<file path="src/rtl/char_pkg.sv">
// Constants, control codes and state type shared by the character display path.
package char_pkg;

    localparam int unsigned COLS   = 100;
    localparam int unsigned ROWS   = 75;
    localparam int unsigned ADDR_W = 13;

    localparam logic [7:0] BLANK_CHAR = 8'h20;
    localparam logic [7:0] CR         = 8'h0D;
    localparam logic [7:0] LF         = 8'h0A;
    localparam logic [7:0] BS         = 8'h08;
    localparam logic [7:0] FF         = 8'h0C;

    typedef enum logic [1:0] {
        ST_IDLE,
        ST_CLR_LINE,
        ST_CLR_SCREEN
    } state_t;

    function automatic logic is_printable(input logic [7:0] c);
        return (c >= 8'h20) && (c <= 8'h7E);
    endfunction

endpackage

</file>
<file path="src/rtl/char_text_writer_if.sv">
// Character stream handshake plus character RAM write port.
interface char_text_writer_if;
    import char_pkg::*;

    logic              char_valid;
    logic [7:0]        char_code;
    logic              char_ready;
    logic              wr_en;
    logic [ADDR_W-1:0] wr_addr;
    logic [7:0]        wr_data;

    // master: code source and RAM observer; slave: the text writer
    modport master (output char_valid, char_code,
                    input  char_ready, wr_en, wr_addr, wr_data);
    modport slave  (input  char_valid, char_code,
                    output char_ready, wr_en, wr_addr, wr_data);
endinterface

</file>
<file path="src/rtl/char_clear_seq.sv">
// Ascending address generator for blank-fill runs (one line or whole screen).
module char_clear_seq
    import char_pkg::*;
(
    input  logic              i_clk,
    input  logic              i_rst_n,
    input  logic              i_start,
    input  logic [ADDR_W-1:0] i_base,
    input  logic [ADDR_W-1:0] i_count,
    output logic              o_active,
    output logic [ADDR_W-1:0] o_addr,
    output logic              o_done
);

    logic              r_active;
    logic              r_done;
    logic [ADDR_W-1:0] r_addr;
    logic [ADDR_W-1:0] r_left;

    // o_done pulses the cycle after the final address was presented
    always_ff @(posedge i_clk or negedge i_rst_n) begin
        if (!i_rst_n) begin
            r_active <= 1'b0;
            r_done   <= 1'b0;
            r_addr   <= '0;
            r_left   <= '0;
        end else if (i_start) begin
            r_active <= (i_count != '0);
            r_done   <= 1'b0;
            r_addr   <= i_base;
            r_left   <= i_count;
        end else if (r_active) begin
            r_addr <= r_addr + ADDR_W'(1);
            r_left <= r_left - ADDR_W'(1);
            if (r_left == ADDR_W'(1)) begin
                r_active <= 1'b0;
                r_done   <= 1'b1;
            end
        end else begin
            r_done <= 1'b0;
        end
    end

    assign o_active = r_active;
    assign o_addr   = r_addr;
    assign o_done   = r_done;

endmodule

</file>
<file path="src/rtl/char_text_writer.sv">
// Writes a stream of character codes into character RAM at a tracked cursor,
// handling CR/LF/BS/FF and line/screen wrap with hardware line clearing.
module char_text_writer
    import char_pkg::*;
(
    input  logic                pixel_clock,
    input  logic                nSYSPOR,
    char_text_writer_if.slave   bus,
    output logic [6:0]          cursor_col,
    output logic [6:0]          cursor_row,
    output logic                busy
);

    state_t            r_state, w_next_state;
    logic [6:0]        r_col, w_col, r_row, w_row;
    logic [ADDR_W-1:0] r_line_base, w_line_base;
    logic              r_wr_en, w_wr_en;
    logic [ADDR_W-1:0] r_wr_addr, w_wr_addr;
    logic [7:0]        r_wr_data, w_wr_data;
    logic              r_busy, r_ready;

    logic              w_accept;
    logic              w_seq_start, w_seq_active, w_seq_done;
    logic [ADDR_W-1:0] w_seq_base, w_seq_count, w_seq_addr;
    logic [6:0]        w_adv_row;
    logic [ADDR_W-1:0] w_adv_base;

    assign w_accept   = bus.char_valid && r_ready;
    assign w_adv_row  = (r_row == 7'(ROWS - 1)) ? '0 : r_row + 7'd1;
    assign w_adv_base = (r_row == 7'(ROWS - 1)) ? '0 : r_line_base + ADDR_W'(COLS);

    char_clear_seq u_clear_seq (
        .i_clk    (pixel_clock),
        .i_rst_n  (nSYSPOR),
        .i_start  (w_seq_start),
        .i_base   (w_seq_base),
        .i_count  (w_seq_count),
        .o_active (w_seq_active),
        .o_addr   (w_seq_addr),
        .o_done   (w_seq_done)
    );

    // Next-state, cursor and write-port decode
    always_comb begin
        w_next_state = r_state;
        w_col        = r_col;
        w_row        = r_row;
        w_line_base  = r_line_base;
        w_wr_en      = 1'b0;
        w_wr_addr    = r_wr_addr;
        w_wr_data    = r_wr_data;
        w_seq_start  = 1'b0;
        w_seq_base   = '0;
        w_seq_count  = '0;
        case (r_state)
            ST_IDLE: begin
                if (w_accept) begin
                    case (bus.char_code)
                        CR: w_col = '0;
                        // LF issues the first blank itself; the sequencer covers the rest
                        LF: begin
                            w_row        = w_adv_row;
                            w_line_base  = w_adv_base;
                            w_wr_en      = 1'b1;
                            w_wr_addr    = w_adv_base;
                            w_wr_data    = BLANK_CHAR;
                            w_seq_start  = 1'b1;
                            w_seq_base   = w_adv_base + ADDR_W'(1);
                            w_seq_count  = ADDR_W'(COLS - 1);
                            w_next_state = ST_CLR_LINE;
                        end
                        BS: begin
                            if (r_col != '0) begin
                                w_col     = r_col - 7'd1;
                                w_wr_en   = 1'b1;
                                w_wr_addr = r_line_base + ADDR_W'(r_col) - ADDR_W'(1);
                                w_wr_data = BLANK_CHAR;
                            end
                        end
                        FF: begin
                            w_col        = '0;
                            w_row        = '0;
                            w_line_base  = '0;
                            w_wr_en      = 1'b1;
                            w_wr_addr    = '0;
                            w_wr_data    = BLANK_CHAR;
                            w_seq_start  = 1'b1;
                            w_seq_base   = ADDR_W'(1);
                            w_seq_count  = ADDR_W'(COLS * ROWS - 1);
                            w_next_state = ST_CLR_SCREEN;
                        end
                        default: begin
                            if (is_printable(bus.char_code)) begin
                                w_wr_en   = 1'b1;
                                w_wr_addr = r_line_base + ADDR_W'(r_col);
                                w_wr_data = bus.char_code;
                                if (r_col != 7'(COLS - 1)) begin
                                    w_col = r_col + 7'd1;
                                end else begin
                                    w_col        = '0;
                                    w_row        = w_adv_row;
                                    w_line_base  = w_adv_base;
                                    w_seq_start  = 1'b1;
                                    w_seq_base   = w_adv_base;
                                    w_seq_count  = ADDR_W'(COLS);
                                    w_next_state = ST_CLR_LINE;
                                end
                            end
                        end
                    endcase
                end
            end
            ST_CLR_LINE, ST_CLR_SCREEN: begin
                if (w_seq_active) begin
                    w_wr_en   = 1'b1;
                    w_wr_addr = w_seq_addr;
                    w_wr_data = BLANK_CHAR;
                end
                if (w_seq_done) begin
                    w_next_state = ST_IDLE;
                end
            end
            default: w_next_state = ST_IDLE;
        endcase
    end

    always_ff @(posedge pixel_clock or negedge nSYSPOR) begin
        if (!nSYSPOR) begin
            r_state     <= ST_IDLE;
            r_col       <= '0;
            r_row       <= '0;
            r_line_base <= '0;
            r_wr_en     <= 1'b0;
            r_wr_addr   <= '0;
            r_wr_data   <= '0;
            r_busy      <= 1'b0;
            r_ready     <= 1'b1;
        end else begin
            r_state     <= w_next_state;
            r_col       <= w_col;
            r_row       <= w_row;
            r_line_base <= w_line_base;
            r_wr_en     <= w_wr_en;
            r_wr_addr   <= w_wr_addr;
            r_wr_data   <= w_wr_data;
            r_busy      <= (w_next_state != ST_IDLE);
            r_ready     <= (w_next_state == ST_IDLE);
        end
    end

    assign bus.char_ready = r_ready;
    assign bus.wr_en      = r_wr_en;
    assign bus.wr_addr    = r_wr_addr;
    assign bus.wr_data    = r_wr_data;
    assign cursor_col     = r_col;
    assign cursor_row     = r_row;
    assign busy           = r_busy;

endmodule

</file>
<file path="src/flat_wrapper.sv">
// flat-port wrapper written by rule: the top's interface ports become plain ports
module char_text_writer_flat import char_pkg::*;
  (pixel_clock, nSYSPOR, cursor_col, cursor_row, busy, bus_char_valid, bus_char_code, bus_char_ready, bus_wr_en, bus_wr_addr, bus_wr_data);
  char_text_writer_if bus_i ();
  input  logic pixel_clock;
  input  logic nSYSPOR;
  output logic [6:0] cursor_col;
  output logic [6:0] cursor_row;
  output logic busy;
  input wire logic [$bits(bus_i.char_valid)-1:0] bus_char_valid;
  input wire logic [$bits(bus_i.char_code)-1:0] bus_char_code;
  output wire logic [$bits(bus_i.char_ready)-1:0] bus_char_ready;
  output wire logic [$bits(bus_i.wr_en)-1:0] bus_wr_en;
  output wire logic [$bits(bus_i.wr_addr)-1:0] bus_wr_addr;
  output wire logic [$bits(bus_i.wr_data)-1:0] bus_wr_data;
  assign bus_i.char_valid = bus_char_valid;
  assign bus_i.char_code = bus_char_code;
  assign bus_char_ready = bus_i.char_ready;
  assign bus_wr_en = bus_i.wr_en;
  assign bus_wr_addr = bus_i.wr_addr;
  assign bus_wr_data = bus_i.wr_data;
  char_text_writer u_core (.pixel_clock(pixel_clock), .nSYSPOR(nSYSPOR), .bus(bus_i), .cursor_col(cursor_col), .cursor_row(cursor_row), .busy(busy));
endmodule
</file>
<file path="config.mk">
export PLATFORM = sky130hd
export DESIGN_NAME = char_text_writer_flat
export DESIGN_NICKNAME = d
export VERILOG_FILES = /design/src/rtl/char_pkg.sv /design/src/rtl/char_text_writer_if.sv /design/src/rtl/char_clear_seq.sv /design/src/rtl/char_text_writer.sv /design/src/flat_wrapper.sv
export SDC_FILE = /design/constraint.sdc
export NUM_CORES = 1
export LEC_CHECK = 0
export ABC_AREA = 1
export CAP_MARGIN = 0
export CORE_UTILIZATION = 35
export DETAILED_ROUTE_END_ITERATION = 16
export GPL_TIMING_DRIVEN = 0
export SLEW_MARGIN = 0
export SYNTH_ARGS = -nofsm -noshare
export SYNTH_HDL_FRONTEND = slang
export SYNTH_HIERARCHICAL = 1
export SYNTH_SLANG_ARGS = --single-unit
</file>
<file path="constraint.sdc">
create_clock -name pixel_clock -period 7.1 [get_ports pixel_clock]
set_clock_uncertainty 0.15 [all_clocks]
set_input_delay 1.42 -clock pixel_clock [delete_from_list [all_inputs] [get_ports pixel_clock]]
set_output_delay 1.42 -clock pixel_clock [all_outputs]
set_load 0.05 [all_outputs]
</file>
==> results of run 1 <==
## layout make-up
type | instances | share of cell area [%]
Buffer | 24 | 2.119
Tap cell | 225 | 3.783
Clock inverter | 4 | 1.043
Sequential cell | 81 | 27.26
Inverter | 122 | 6.154
Clock buffer | 12 | 3.313
Multi-Input combinational cell | 721 | 49.54
Timing Repair Buffer | 49 | 6.793
## layout by cell type (no fill, tap or decap), types with 3 or more instances in the layout
cell and count:
a22oi_1 17, nor3_1 12, nand4_1 14, xor2_1 8, a21oi_1 37, nor2_1 95
o21ai_0 55, conb_1 6, nor2_4 7, nor2_2 8, o211ai_1 10, o21ai_1 6
nand3_1 74, nand2_1 277, nand3b_1 4, inv_1 111, xnor2_1 7, o31ai_2 4
clkbuf_16 9, clkdlybuf4s50_1 47, nor3_2 5, clkbuf_1 8, ha_1 20, buf_2 10
buf_6 5, o22ai_1 18, inv_2 11, buf_4 3, nor3b_1 3, nand2_2 14
dfrtp_1 80
## final timing paths
| check | depth (start not counted) | start | to |
|---|---|---|---|
| max | 15 | bus_char_code[3] | u_core/u_clear_seq/r_left[3] |
| min | 2 | u_core/bus.wr_addr[4] | u_core/bus.wr_addr[4] |
| max reg2reg | 20 | u_core/cursor_row[0] | u_core/u_clear_seq/o_addr[12] |
| min reg2reg | 2 | u_core/bus.wr_addr[4] | u_core/bus.wr_addr[4] |
| max in group asynchronous | 2 | nSYSPOR | u_core/u_clear_seq/o_addr[1] |
| min in group asynchronous | 1 | nSYSPOR | u_core/r_line_base[7] |
## worst min-delay path: stages (launching register included)
cell,delay [ns]
dfrtp_1,0.34
nand2_1,0.06
nand2_1,0.05
## routing by layer
layer,track usage (%),up-vias,share of wire (%)
li1,-,3229,-
met1,29.65,2922,49
met2,33.84,193,44
met3,2.834,31,4.9
met4,8.889,0,2.2
met5,0,-,0
## through the flow
step	instance area (um2)	utilization [%]	std cells	power, mW
global route	7441	42.58	1238	3.753
finish	7441	42.58	1238	3.452
CTS	7441	42.58	1238	3.464
floorplan	6330	-	948	2.315
detailed placement	7117	40.72	1222	2.926
global placement	7092	40.58	1221	2.909
## flip-flops by register name, indices dropped and copies added (netlist names)
| signal | count |
|---|---|
| u_core/bus.char_ready | 1 |
| u_core/bus.wr_addr | 13 |
| u_core/bus.wr_data | 8 |
| u_core/bus.wr_en | 1 |
| u_core/busy | 1 |
| u_core/cursor_col | 7 |
| u_core/cursor_row | 7 |
| u_core/r_line_base | 13 |
| u_core/r_state | 2 |
| u_core/u_clear_seq/o_active | 1 |
| u_core/u_clear_seq/o_addr | 13 |
| u_core/u_clear_seq/o_done | 1 |
| u_core/u_clear_seq/r_left | 13 |
## cells by family (layout without fill, tap and decap cells)
| logic type | after synthesis | count (layout) |
|---|---|---|
| AND/OR/NAND/NOR | 518 | 518 |
| AO/OA/AOI/OAI | 161 | 161 |
| buffers and inverters | 146 | 211 |
| flip-flops | 81 | 81 |
| adder cells (fa/ha/maj) | 21 | 21 |
| XOR/XNOR | 15 | 15 |
| other | 1 | 6 |
## power by group through the flow
stage	logic, mW	registers [mW]	clock network (mW)
after floorplan	1.23	1.09	0
after global placement	2.10	0.813	0
after detailed placement	2.11	0.813	0
after CTS	2.12	0.808	0.534
after global routing	2.37	0.834	0.552
final	2.13	0.807	0.517
==> impl_metrics.csv, run 1 <==
group,metric,value,unit
detailed_routing,wirelength,18780,um
worst_setup_path,slowest_stage,"clkdlybuf4s50_1",
die,core,17480,um2
synth,synth_top_family_by_area,"simple AND/OR/NAND/NOR gates",
pwr,ir_drop,0.2700,mV
clock_network,clkTransAtPathRegs,0.06,ns
synth,yosysWarningCount,6,
synth,ys_top_cells_by_count,"nand2_1 (277), inv_1 (111), nor2_1 (95)",
die,dieArea,18570,um2
timing,setup_ws,3.103,ns
pwr,p_per_area,464.0,nW/um2
worst_setup_path,critical_path_class,"primary input to flip-flop",
timing,finalSetupViolations,0,
synth,ys_top_cells_by_area,"dfrtp_1 (32%), nand2_1 (16%), inv_1 (6.6%)",
timing,grt_setup_unrepaired,"false",
detailed_routing,num_vias,6375,
clock_network,clockBufferDepth,2,
detailed_routing,viasPerCell,5.149,
cells_and_area,area_growth_syn_to_layout,17.90,%
global_route,first_global_vias,6074,
die,ios,49,
detailed_routing,drt_iter0_markers,555,
cells_and_area,n_antenna_cell,0,
synth,syn_area,6311,um2
clock_network,clockRootBuffer,"clkbuf_16",
global_route,antenna_found_initial,0,
timing,hold_violations,0,
outcome,status,"finished clean",
clock_network,clk_latency,0.35,ns
worst_setup_path,cp.arrival,4.13,ns
clock_network,cts.sinks,81,
synth,yosys.area.top_type_share,31.72,%
hold_path,hp-class,"flip-flop to flip-flop",
detailed_routing,ant_nets,0,
global_route,grt_use_total,21.56,%
worst_setup_path,path_cells,"clkdlybuf4s50_1, nand2_1, nor3_1, nand2_1, nand3_2, nor2_4, inv_2, nand2_2, nand2_2, buf_2, inv_1, buf_2, buf_2, a22oi_1, nand2_1",
clock_network,cts_tree,"built",
pwr,p_seq_share,23.4,%
pwr,leakagePower,3.606,nW
synth,yosys.area.top_type,"dfrtp_1",
cells_and_area,multi_input_comb_area,3686,um2
cells_and_area,drive_gt1_share,8.983,%
synth,syn_avg_cell_area,6.693,um2
synth,synth-simple-area-share,36.26,%
detailed_routing,drc_errors,0,
place,port_buffers,48,
timing,max-slew-margin-rel,48.48,%
pwr,combPwrFrac,61.6,%
place,dp_hpwl,14310,um
synth,synth-edff-count,0,
synth,synth-xor-area-share,2.082,%
synth,synth.area.mux_share,0,%
timing,worstMarginPinSlew,0.7699,ns
timing,tns,0,ns
global_route,gr-total-overflow,0,
worst_setup_path,required,7.23,ns
timing,fmax,250.2,MHz
synth,synth_compound_area_share,15.42,%
synth,ys.flop_type,"dfrtp_1",
detailed_routing,wire_per_inst,15.17,um
die,fp.dieW,136.3,um
timing,hold_slack,0.3301,ns
synth,yosysMostFrequentCell,"nand2_1",
synth,synthCells,943,
synth,async_reset_ff_share,100.0,%
clock_network,h-tree-depth,3,
cells_and_area,final_nets,1040,
place,place_congestion,0.9160,
detailed_routing,first_pass_iters,5,
clock_network,hold_buffers,0,
worst_setup_path,r2r_slack,3.98,ns
timing,post-route-period-util,56.30,%
place,dp_slack,2.838,ns
timing,maxSlewViolCount,0,
global_route,grt_max_degree,44,
job,maxCapViolations,0,
clock_network,cts_buffers,9,
die,die_h,136.3,um
worst_setup_path,start_kind,"primary input",
worst_setup_path,worst-path-buf-inv,6,
worst_setup_path,crit_path_max_incr_delay,0.46,ns
worst_setup_path,crit_family,"buffers and inverters",
synth,synth_adder_area_share,4.282,%
pwr,switchingPower,1.816,mW
cells_and_area,n_fill_cell,1810,
cells_and_area,regArea,2028,um2
pwr,internal_power,1.637,mW
synth,ys_ff_latch,81,
die,start_util,36.11,%
pwr,clockPowerShare,15.0,%
clock_network,post_cts_buffers,0,
clock_network,cts-resized-gates,0,
pwr,p_sw_share,52.59,%
die,rows,48,
synth,synth_seq_area_share,32.14,%
worst_setup_path,crit_fanout,10,
worst_setup_path,end_kind,"flip-flop",
global_route,grt_pass1_wl,30910,um
synth,ys_types,47,
timing,period_minus_slack,3.997,ns
Power figures use the tool's default switching activity.
==> inputs of run 2 (changes only) <==
==> constraint.sdc (replaced) <==
create_clock -name pixel_clock -period 3.2 [get_ports pixel_clock]
set_clock_uncertainty 0.15 [all_clocks]
set_input_delay 0.64 -clock pixel_clock [delete_from_list [all_inputs] [get_ports pixel_clock]]
set_output_delay 0.64 -clock pixel_clock [all_outputs]
set_load 0.05 [all_outputs]
==> impl_metrics.csv, run 2 (same netlist as run 1, synthesis figures left out) <==
group,metric,value,unit
outcome,status,"finished clean",
detailed_routing,num_vias,6417,
die,start_util,36.11,%
timing,grt_setup_unrepaired,"false",
cells_and_area,area_growth_syn_to_layout,19.23,%
global_route,antenna_found_initial,0,
pwr,p_per_area,1027,nW/um2
die,ios,49,
global_route,gr-total-overflow,0,
hold_path,hp-class,"primary input to asynchronous set/reset pin",
clock_network,cts_tree,"built",
worst_setup_path,critical_path_class,"primary input to flip-flop",
timing,hold_violations,0,
place,dp_hpwl,14310,um
timing,hold_slack,0.1235,ns
detailed_routing,wirelength,18960,um
global_route,grt_max_degree,44,
clock_network,clockRootBuffer,"clkbuf_16",
cells_and_area,n_antenna_cell,0,
pwr,leakagePower,3.641,nW
global_route,grtUsageMet2,33.84,%
place,place_area,7117,um2
detailed_routing,drc_errors,0,
place,port_buffers,48,
timing,fmax,331.3,MHz
clock_network,clkTransAtPathRegs,0.06,ns
clock_network,clk_latency,0.35,ns
global_route,met1_usage,29.65,%
die,die_h,136.3,um
timing,period_minus_slack,3.019,ns
timing,tns,0,ns
cells_and_area,drive_gt1_share,10.01,%
worst_setup_path,r2r_start,"u_core/cursor_col[0]",
cells_and_area,final_cell_area,7525,um2
global_route,grt_pass1_wl,30910,um
die,core,17480,um2
die,fp.dieW,136.3,um
detailed_routing,viasPerCell,5.158,
detailed_routing,ant_nets,0,
worst_setup_path,cp.arrival,3.12,ns
cells_and_area,final_common_cell,"nand2_1",
timing,max-slew-margin-rel,59.07,%
worst_setup_path,critPathCapture,"u_core/u_clear_seq/r_left[1]",
worst_setup_path,required,3.30,ns
job,maxCapViolations,0,
global_route,busiest_layer,"met2",
worst_setup_path,start_kind,"primary input",
clock_network,cts.sinks,81,
worst_setup_path,end_kind,"flip-flop",
detailed_routing,drt_iter0_markers,515,
detailed_routing,wire_per_inst,15.24,um
global_route,met3_usage,2.834,%
worst_setup_path,r2r_end,"u_core/bus.wr_addr[10]",
cells_and_area,final_cell_mix,"nand2_1 (277), inv_1 (111), nor2_1 (92), dfrtp_1 (79), nand3_1 (73)",
timing,post-route-period-util,94.33,%
detailed_routing,first_pass_iters,5,
clock_network,clockBufferDepth,2,
cells_and_area,final_nets,1046,
worst_setup_path,critical_path.startpoint,"bus_char_code[5]",
pwr,ir_drop,0.5990,mV
place,place_congestion,0.9160,
clock_network,cts_buffers,9,
die,rows,48,
global_route,first_global_vias,6074,
pwr,power,7.728,mW
worst_setup_path,rr_worst_depth,17,
worst_setup_path,r2r_slack,0.23,ns
timing,worstMarginPinSlew,0.6140,ns
global_route,grt_use_total,21.56,%
die,dieArea,18570,um2
clock_network,hold_buffers,0,
cells_and_area,n_fill_cell,1808,
worst_setup_path,crit_fanout,10,
timing,maxSlewViolCount,0,
clock_network,h-tree-depth,3,
timing,finalSetupViolations,0,
==> run 2: worst min path at each step <==
stage	end	cells past startpoint
2_1_floorplan	u_core/bus.wr_addr[0]	0
3_3_place_gp	u_core/bus.wr_data[1]	2
3_5_place_dp	u_core/bus.wr_data[5]	2
4_1_cts	u_core/r_line_base[7]	1
5_1_grt	u_core/r_line_base[7]	1
6_report	u_core/r_line_base[7]	1
==> run 2: per-stage QoR <==
step | instances | setup WS, ns | utilization (%)
floorplan | 948 | 0.2540 | -
global placement | 1221 | -1.859 | 40.58
detailed placement | 1222 | -0.2817 | 40.72
CTS | 1238 | 0.05403 | 42.58
global route | 1244 | 0.007165 | 43.06
finish | 1244 | 0.1814 | 43.06
==> run 2: what timing repair did <==
action                     in CTS  in global routing
setup endpoints to repair       0                 29
setup buffers                   0                  6
gates resized for setup         0                 14
==> run 2: worst max-delay path: stages <==
cell	delay, ns
clkdlybuf4s50_1	0.52
nor2_1	0.07
nand3_2	0.12
inv_2	0.06
nand2_2	0.15
inv_2	0.09
nor2_4	0.20
nand2_2	0.10
nand2_2	0.15
buf_6	0.18
inv_1	0.07
buf_2	0.20
nor2_4	0.21
inv_1	0.16
o221ai_1	0.20
==> run 2: cell type report <==
| type | instances | area [um2] | share of cell area, % |
|---|---|---|---|
| multi-input cells | 721 | 3709 | 49.29 |
| well taps | 225 | 281.5 | 3.741 |
| inverters | 122 | 457.9 | 6.086 |
| repair buffers | 55 | 550.5 | 7.316 |
| flip-flops and latches | 81 | 2029 | 26.97 |
| plain buffers | 24 | 172.7 | 2.295 |
| clock buffers | 12 | 246.5 | 3.276 |
| clock inverters | 4 | 77.57 | 1.031 |
==> run 2: layer usage <==
layer / routed length (um) / share of wire (%) / vias up
met5: 0 / 0 / -
met4: 414 / 2.2 / 0
met3: 954 / 5.0 / 33
met2: 8395 / 44 / 211
met1: 9196 / 49 / 2938
li1: - / - / 3235
==> run 2: where the power goes <==
part	internal, mW	total [mW]	switching (mW)
logic	1.54	4.79	3.25
clock network	0.709	1.15	0.440
registers	1.41	1.79	0.381
